===== src/rtl/sad_pkg.sv =====
// Shared definitions for the SAD accumulator: default data width, FSM state
// encoding and the sum-width helper.
package sad_pkg;

  localparam int DATA_W_DEF = 8;

  typedef enum logic [1:0] {
    IDLE  = 2'd0,
    ACCUM = 2'd1,
    DONE  = 2'd2
  } sad_state_e;

  // Wide enough for len samples of magnitude up to 2^data_w.
  function automatic int sad_sum_w(input int data_w, input int len);
    return data_w + 1 + $clog2(len);
  endfunction

endpackage


===== src/rtl/sad_abs.sv =====
// Converts a modulo-2^DATA_W difference plus its borrow (sign) into an
// unsigned DATA_W+1 bit magnitude.
module sad_abs
  import sad_pkg::*;
#(
  parameter int DATA_W = DATA_W_DEF
) (
  input  logic [DATA_W-1:0] diff_data,
  input  logic              diff_borrow,
  output logic [DATA_W:0]   mag
);

  // borrow=1 with diff=0 means A-B = -2^DATA_W, so the extra bit is required.
  always_comb begin
    if (diff_borrow) begin
      mag = {1'b1, {DATA_W{1'b0}}} - {1'b0, diff_data};
    end else begin
      mag = {1'b0, diff_data};
    end
  end

endmodule


===== src/rtl/sad_accumulator.sv =====
// Accumulates BLOCK_LEN absolute differences into one SAD and offers it over
// valid/ready. Optional best-block tracking is enabled by SAD_MIN_TRACK_EN.
module sad_accumulator
  import sad_pkg::*;
#(
  parameter int DATA_W    = DATA_W_DEF,
  parameter int BLOCK_LEN = 16,
  parameter int IDX_W     = 8,
  parameter int SUM_W     = sad_sum_w(DATA_W, BLOCK_LEN)
) (
  input  logic              clk,
  input  logic              rst,
  input  logic              in_valid,
  output logic              in_ready,
  input  logic [DATA_W-1:0] diff_data,
  input  logic              diff_borrow,
  output logic              out_valid,
  input  logic              out_ready,
  output logic [SUM_W-1:0]  sad_sum,
  output logic [IDX_W-1:0]  blk_idx
`ifdef SAD_MIN_TRACK_EN
  ,
  output logic [SUM_W-1:0]  min_sad,
  output logic [IDX_W-1:0]  min_idx
`endif
);

  localparam int CNT_W = $clog2(BLOCK_LEN);
  localparam logic [CNT_W-1:0] CNT_LAST = CNT_W'(BLOCK_LEN - 1);

  sad_state_e        state_q, state_d;
  logic [SUM_W-1:0]  acc_q, acc_d;
  logic [CNT_W-1:0]  cnt_q, cnt_d;
  logic [SUM_W-1:0]  sum_q, sum_d;
  logic [IDX_W-1:0]  idx_q, idx_d;

  logic [DATA_W:0]   mag;
  logic [SUM_W-1:0]  mag_ext;
  logic [SUM_W-1:0]  acc_plus;
  logic              accept;
  logic              block_done;

  sad_abs #(.DATA_W(DATA_W)) u_abs (
    .diff_data  (diff_data),
    .diff_borrow(diff_borrow),
    .mag        (mag)
  );

  assign mag_ext  = {{(SUM_W - DATA_W - 1){1'b0}}, mag};
  assign acc_plus = acc_q + mag_ext;
  assign accept   = in_valid && (state_q != DONE);

  always_comb begin
    state_d    = state_q;
    acc_d      = acc_q;
    cnt_d      = cnt_q;
    sum_d      = sum_q;
    idx_d      = idx_q;
    block_done = 1'b0;
    case (state_q)
      IDLE: begin
        if (accept) begin
          acc_d   = mag_ext;
          cnt_d   = CNT_W'(1);
          state_d = ACCUM;
        end
      end
      ACCUM: begin
        if (accept) begin
          if (cnt_q == CNT_LAST) begin
            sum_d      = acc_plus;
            acc_d      = '0;
            cnt_d      = '0;
            block_done = 1'b1;
            state_d    = DONE;
          end else begin
            acc_d = acc_plus;
            cnt_d = cnt_q + CNT_W'(1);
          end
        end
      end
      DONE: begin
        if (out_ready) begin
          idx_d   = idx_q + IDX_W'(1);
          state_d = IDLE;
        end
      end
      default: state_d = IDLE;
    endcase
  end

  always_ff @(posedge clk or posedge rst) begin
    if (rst) begin
      state_q <= IDLE;
      acc_q   <= '0;
      cnt_q   <= '0;
      sum_q   <= '0;
      idx_q   <= '0;
    end else begin
      state_q <= state_d;
      acc_q   <= acc_d;
      cnt_q   <= cnt_d;
      sum_q   <= sum_d;
      idx_q   <= idx_d;
    end
  end

  assign in_ready  = (state_q != DONE);
  assign out_valid = (state_q == DONE);
  assign sad_sum   = sum_q;
  assign blk_idx   = idx_q;

`ifdef SAD_MIN_TRACK_EN
  logic [SUM_W-1:0] min_sad_q, min_sad_d;
  logic [IDX_W-1:0] min_idx_q, min_idx_d;

  // Strict less-than so a tie keeps the earlier block.
  always_comb begin
    min_sad_d = min_sad_q;
    min_idx_d = min_idx_q;
    if (block_done && (acc_plus < min_sad_q)) begin
      min_sad_d = acc_plus;
      min_idx_d = idx_q;
    end
  end

  always_ff @(posedge clk or posedge rst) begin
    if (rst) begin
      min_sad_q <= '1;
      min_idx_q <= '0;
    end else begin
      min_sad_q <= min_sad_d;
      min_idx_q <= min_idx_d;
    end
  end

  assign min_sad = min_sad_q;
  assign min_idx = min_idx_q;
`endif

endmodule

===== config.mk =====
export PLATFORM = sky130hd
export DESIGN_NAME = sad_accumulator
export DESIGN_NICKNAME = d
export VERILOG_FILES = /design/src/rtl/sad_pkg.sv /design/src/rtl/sad_abs.sv /design/src/rtl/sad_accumulator.sv
export SDC_FILE = /design/constraint.sdc
export NUM_CORES = 1
export LEC_CHECK = 0
export ABC_AREA = 1
export ABC_CLOCK_PERIOD_IN_PS = 2100
export CAP_MARGIN = 15
export CELL_PAD_IN_SITES_DETAIL_PLACEMENT = 0
export CELL_PAD_IN_SITES_GLOBAL_PLACEMENT = 1
export CORE_MARGIN = 2
export CORE_UTILIZATION = 40
export DETAILED_ROUTE_END_ITERATION = 10
export DONT_BUFFER_PORTS = 1
export HOLD_SLACK_MARGIN = 0.12
export PLACE_DENSITY_LB_ADDON = 0.1
export SYNTH_ARGS = -nofsm -noshare
export SYNTH_HDL_FRONTEND = slang
export SYNTH_SLANG_ARGS = --single-unit

===== constraint.sdc =====
create_clock -name clk -period 2.1 [get_ports clk]
set_input_delay 0.315 -clock clk [delete_from_list [all_inputs] [get_ports clk]]
set_output_delay 0.315 -clock clk [all_outputs]
set_load 0.01 [all_outputs]

Word-level counts from Yosys, hierarchy flattened. Cells that the tools add are included.

Register bits: 40. Input bits: 13. Output and inout bits: 23. Word-level logic and storage cells: 38.

Add/subtract/negate cells: 4. Equality and inequality tests: 8. Muxes and demuxes: 14. Reductions and logical operators: 7.

Operator list (count): $mux 13 (3); $pmux 13 s2 (1); $add 13x9->13 (1); $mux 4 (3); $mux 9 (1); $sub 9x8->9 const A (1); $add 8x1->8 const B (1); $mux 2 (4); $ne 2x2->1 const B (4); $pmux 4 s2 (1); $pmux 2 s3 (1); $reduce_and 3->1 (2); $add 4x1->4 const B (1); $eq 4x4->1 const B (1); $reduce_and 4->1 (1); $eq 2x1->1 const B (1); $eq 2x2->1 const B (1); $logic_not 2->1 (1); $ne 2x1->1 const B (1); $reduce_and 2->1 (1); $reduce_bool 2->1 (1); $logic_and 1x1->1 (1).

Depth between registers and ports, before layout.
Depth in word-level cells: 6. Depth in mapped cells: 19. Gate-level depth less buffers: 19.

By module. Synthesis repeated with hierarchy kept, for this count alone.

Cells, all modules: 365. Area total of the unflattened synthesis: 2650.0 um2.

Modules (own cells, without submodules): sad_accumulator (instances 1, cells each 326, area each 2452.4 um2, seq. area each 1001.0 um2); sad_abs (instances 1, cells each 39, area each 197.7 um2, seq. area each 0.0 um2).

Worst setup path after synthesis. No wires, ideal clock.

Kind: input to register. Start point: in diff_data[0]. End point: reg acc_q[4]. Setup time: 0.117 ns. Arrival time: 1.977 ns. Required time: 1.983 ns. Slack: 0.006 ns. Stages: 13. Path buffers: 0. Cell sequence: inv_1 ha_1 nand2_1 o21ai_0 fa_1 nand2_1 nand2_1 and2_2 or2_1 nand3_1 nand2_1 nand2_1 nand2_1.

Cells in the longest elaborated chain, start to end: 6. Elaborated cells between the ends (all ways): 7. Those cells by class: add/sub (2); mux (5).

Ends and longest elaborated chain: start: declaration (RTL line sad_accumulator.sv:15) `input logic [DATA_W-1:0] diff_data,`; $sub 9x8->9 (RTL line sad_abs.sv:16) `mag = {1'b1, {DATA_W{1'b0}}} - {1'b0, diff_data};`; $mux 9 (*) (RTL line sad_abs.sv:15) `if (diff_borrow) begin`; $add 13x9->13 (RTL line sad_accumulator.sv:50) `assign acc_plus = acc_q + mag_ext;`; $mux 13 (RTL line sad_accumulator.sv:70) `if (cnt_q == CNT_LAST) begin`; $mux 13 (RTL line sad_accumulator.sv:69) `if (accept) begin`; $pmux 13 s2 (*) (RTL line sad_accumulator.sv:60) `case (state_q)`; end signal: assignment (RTL line sad_accumulator.sv:95) `acc_q <= '0;`; end signal: assignment (RTL line sad_accumulator.sv:101) `acc_q <= acc_d;`; end: declaration (RTL line sad_accumulator.sv:32) `logic [SUM_W-1:0] acc_q, acc_d;`.

Mark *: on every way between the ends. The rest lies on a longest branch, timed or not. The select of a mux whose other input is x is not followed. A chain may end at the register's enable or synchronous reset.

Worst setup path in the final report.
Start point: reg acc_q[0]. End point: reg acc_q[4].

Cells in the longest elaborated chain, start to end: 4.

Ends and longest elaborated chain (RTL line): $add 13x9->13 (sad_accumulator.sv:50); $mux 13 (sad_accumulator.sv:70); $mux 13 (sad_accumulator.sv:69); $pmux 13 s2 (sad_accumulator.sv:60).

No other way between the ends. The select of a mux whose other input is x is not followed.

==> summary.txt <==
Synthesis
  • Yosys reg bits: 40
  • Top cells by area, synth: dfrtp_1, nand2_1, nand3_1, ha_1, inv_1
  • Mapped Cells: 338
  • Synthesized cell area: 0.002531 mm^2
  • Post-Syn Nets: 364
  • Synth Area per Inst: 7.489 um^2
  • Top-area cell type share of the netlist area: 39.55%
  • Synth area leader: dfrtp_1
  • Synth Warn #: 0
  • Seq/Total Area, Yosys: 39.55%
  • Yosys cell types: 30

CTS
  • CTS Root Cell: clkbuf_8
  • Htree depth: 2
  • Skew-Pair Late Insertion Delay: 0.29 ns
  • Clock sinks: 40
  • Clock-pin slew on the worst setup and hold paths: 0.08 ns
  • Total CTS buffers: 5
  • CTS tree: built
  • Clk buf depth: 2

Drt
  • Via-to-Cell Ratio: 4.870
  • DR WL/cell: 13.07 um
  • Antenna-violating nets left: 0
  • Detailed Route WL: 5713 um
  • DRT Pass-1 Iters: 4
  • DR iter-0 viols: 54
  • Via count: 2128
  • DRC: 0

STA
  • Setup TNS: 0 ns
  • Fin. max-slew vios: 0
  • Unrepaired setup endpoints after global routing: false
  • Skew final: 0.006791 ns
  • Setup violators final: 0
  • Max-slew headroom: 65.81%
  • Fmax: 0.5224 GHz
  • Worst slew pin tran: 0.5128 ns
  • Final period util: 91.15%
  • Final min period: 1.914 ns
  • Final Hold Viols: 0

Finish
  • Share of cells above drive strength 1: 11.88%
  • Cell area after layout: 0.002834 mm^2
  • Register area: 0.001001 mm^2
  • Final core utilization: 47.03%
  • Area grow syn2layout: 11.96%
  • Fill count: 636
  • Nets: 388
  • Multi-input logic area: 0.001325 mm^2
  • Diode count: 0

Placement
  • Gpl congestion: 0.8661
  • Port buffer count: 0
  • Post-placement cell area: 0.002726 mm^2
  • Detail Placement HPWL: 4294 um

GRT
  • Largest net degree at the start of global routing: 41
  • Vias in the first global route: 2181
  • First-pass GRT wire length: 10190 um
  • GRT overflow: 0
  • GRT Total Usage: 18.12%
  • Initial antenna violation count: 0

Critical path
  • Peak fanout along the critical path: 4
  • Crit path capture type: flop
  • Worst Path Required: 2.29 ns
  • Startpoint Class: flop
  • Arrival @ worst endpoint: 2.11 ns
  • WS Path Type: flop to flop

Floorplan
  • Die area: 0.006981 mm^2
  • Die height: 83.55 um
  • Core area: 0.006026 mm^2
  • Die Wd: 83.55 um
  • I/O pin cnt: 36
  • Initial Util: 42.01%
  • Row Count: 28

Flow run
  • Max-Cap Viols: 0

Power
  • Lkg Pwr: 1.587 nW
  • PwrDens: 1180 mW/mm^2
  • Max VDD drop: 0.0005720 V

Hold path
  • Hold Crit Class: input port to flop

Outcome
  • Status: complete, no violations
## timing repair
| action | in CTS | in global routing |
|---|---|---|
| endpoints found under the hold margin | 41 | 0 |
| resized for setup | 0 | 3 |
| setup buffers | 0 | 0 |
| setup endpoints to repair | 0 | 3 |
| hold buffers | 2 | 0 |
## metal layers
layer / wire length, um / share of wire (%) / up-vias / global-route usage (%)
li1: - / - / 1120 / -
met1: 2832 / 50 / 974 / 24.12
met2: 2612 / 46 / 30 / 29.55
met3: 197 / 3.4 / 4 / 4.055
met4: 70 / 1.2 / 0 / 5.425
met5: 0 / 0 / - / 0
## worst max-delay path: stages (launching register included)
cell and delay, ns:
dfrtp_1 0.38, ha_1 0.21, fa_1 0.39, nand2_1 0.09, nand2_1 0.09, and2_2 0.21
or2_1 0.23, nand3_1 0.08, nand2_1 0.06, nand2_1 0.05, nand2_1 0.04
## layout by cell type (no fill, tap or decap), drive strengths merged, types with 4 or more instances in the layout
cell and count:
a21oi 11, nor2 18, dfrtp 40, o21ai 4, nor3 4, inv 44
xnor2 5, nand4 6, buf 19, xor2 9, nand2 130, nand3 40
clkbuf 5, ha 12
## synth_stat cells
| library cell | count |
|---|---|
| a22o_1 | 2 |
| nand2_2 | 1 |
| buf_6 | 3 |
| o221ai_1 | 1 |
| nand3_1 | 40 |
| or2_0 | 1 |
| nand2_1 | 128 |
| o21bai_1 | 1 |
| a21oi_1 | 11 |
| and2_2 | 1 |
| nand2_4 | 1 |
| nor2_4 | 2 |
| buf_4 | 1 |
| xor2_1 | 9 |
| inv_4 | 2 |
| nor4_1 | 2 |
| nor2_8 | 2 |
| or2_1 | 1 |
| ha_1 | 12 |
| nor2_2 | 1 |
| nor3_1 | 4 |
| nor2_1 | 13 |
| inv_1 | 38 |
| nand4_1 | 6 |
| dfrtp_1 | 40 |
| mux2_2 | 1 |
| inv_2 | 4 |
| xnor2_1 | 5 |
| fa_1 | 1 |
| o21ai_0 | 4 |
## path summary, 6_finish.rpt
kind	startpoint	to	slack (ns)	cells after the start
max	acc_q[0]$_DFFE_PP0P_	acc_q[4]$_DFFE_PP0P_	0.19	10
min	in_valid	state_q[0]$_DFFE_PP0P_	0.17	1
max reg2reg	acc_q[0]$_DFFE_PP0P_	acc_q[4]$_DFFE_PP0P_	0.19	10
min reg2reg	acc_q[8]$_DFFE_PP0P_	acc_q[8]$_DFFE_PP0P_	0.49	2
max in group asynchronous	rst	acc_q[1]$_DFFE_PP0P_	1.16	3
min in group asynchronous	rst	sad_sum[12]$_DFFE_PP0P_	0.58	3
## power breakdown
group	internal, W	switching (W)	leakage (nW)
Combinational	0.000624	0.000890	1.05
Sequential	0.00105	0.000276	0.501
Clock	0.000225	0.000280	0.0400
## registers in the layout (all words and copies together) (netlist names)
name / cells
acc_q: 13
sad_sum: 13
blk_idx: 8
cnt_q: 4
state_q: 2
## through the flow
step                total power, W  instances  setup slack (ns)  hold WS, ns
floorplan                 0.002428        338          0.006185       0.4240
global route              0.003688        437           0.02161       0.1548
detailed placement        0.002841        428           -0.1501       0.3719
global placement          0.002839        428           -0.1494       0.3686
finish                    0.003344        437            0.1859       0.1669
CTS                       0.003367        437            0.1728       0.1544
## cell families (layout without fill, tap and decap cells)
| kind of cell | count (synthesis) | in the layout | synth area share, % |
|---|---|---|---|
| and+or+nand+nor | 203 | 203 | 35.79 |
| buffers and inverters | 48 | 72 | 8.354 |
| DFF | 40 | 40 | 39.55 |
| AOI/OAI and AO/OA | 19 | 19 | 4.301 |
| xor gates and xnor gates | 14 | 14 | 4.844 |
| adders and majority gates | 13 | 13 | 6.723 |
| muxes | 1 | 1 | 0.4449 |
## final cells by class
| type | instances | area share [%] |
|---|---|---|
| sequential | 40 | 35.32 |
| tap | 75 | 3.311 |
| clock inverter | 2 | 0.4415 |
| multi-input combinational | 250 | 46.75 |
| timing repair buffer | 21 | 5.740 |
| clock buffer | 5 | 2.428 |
| inverter | 44 | 6.004 |
(Power assumes the default switching activity.)
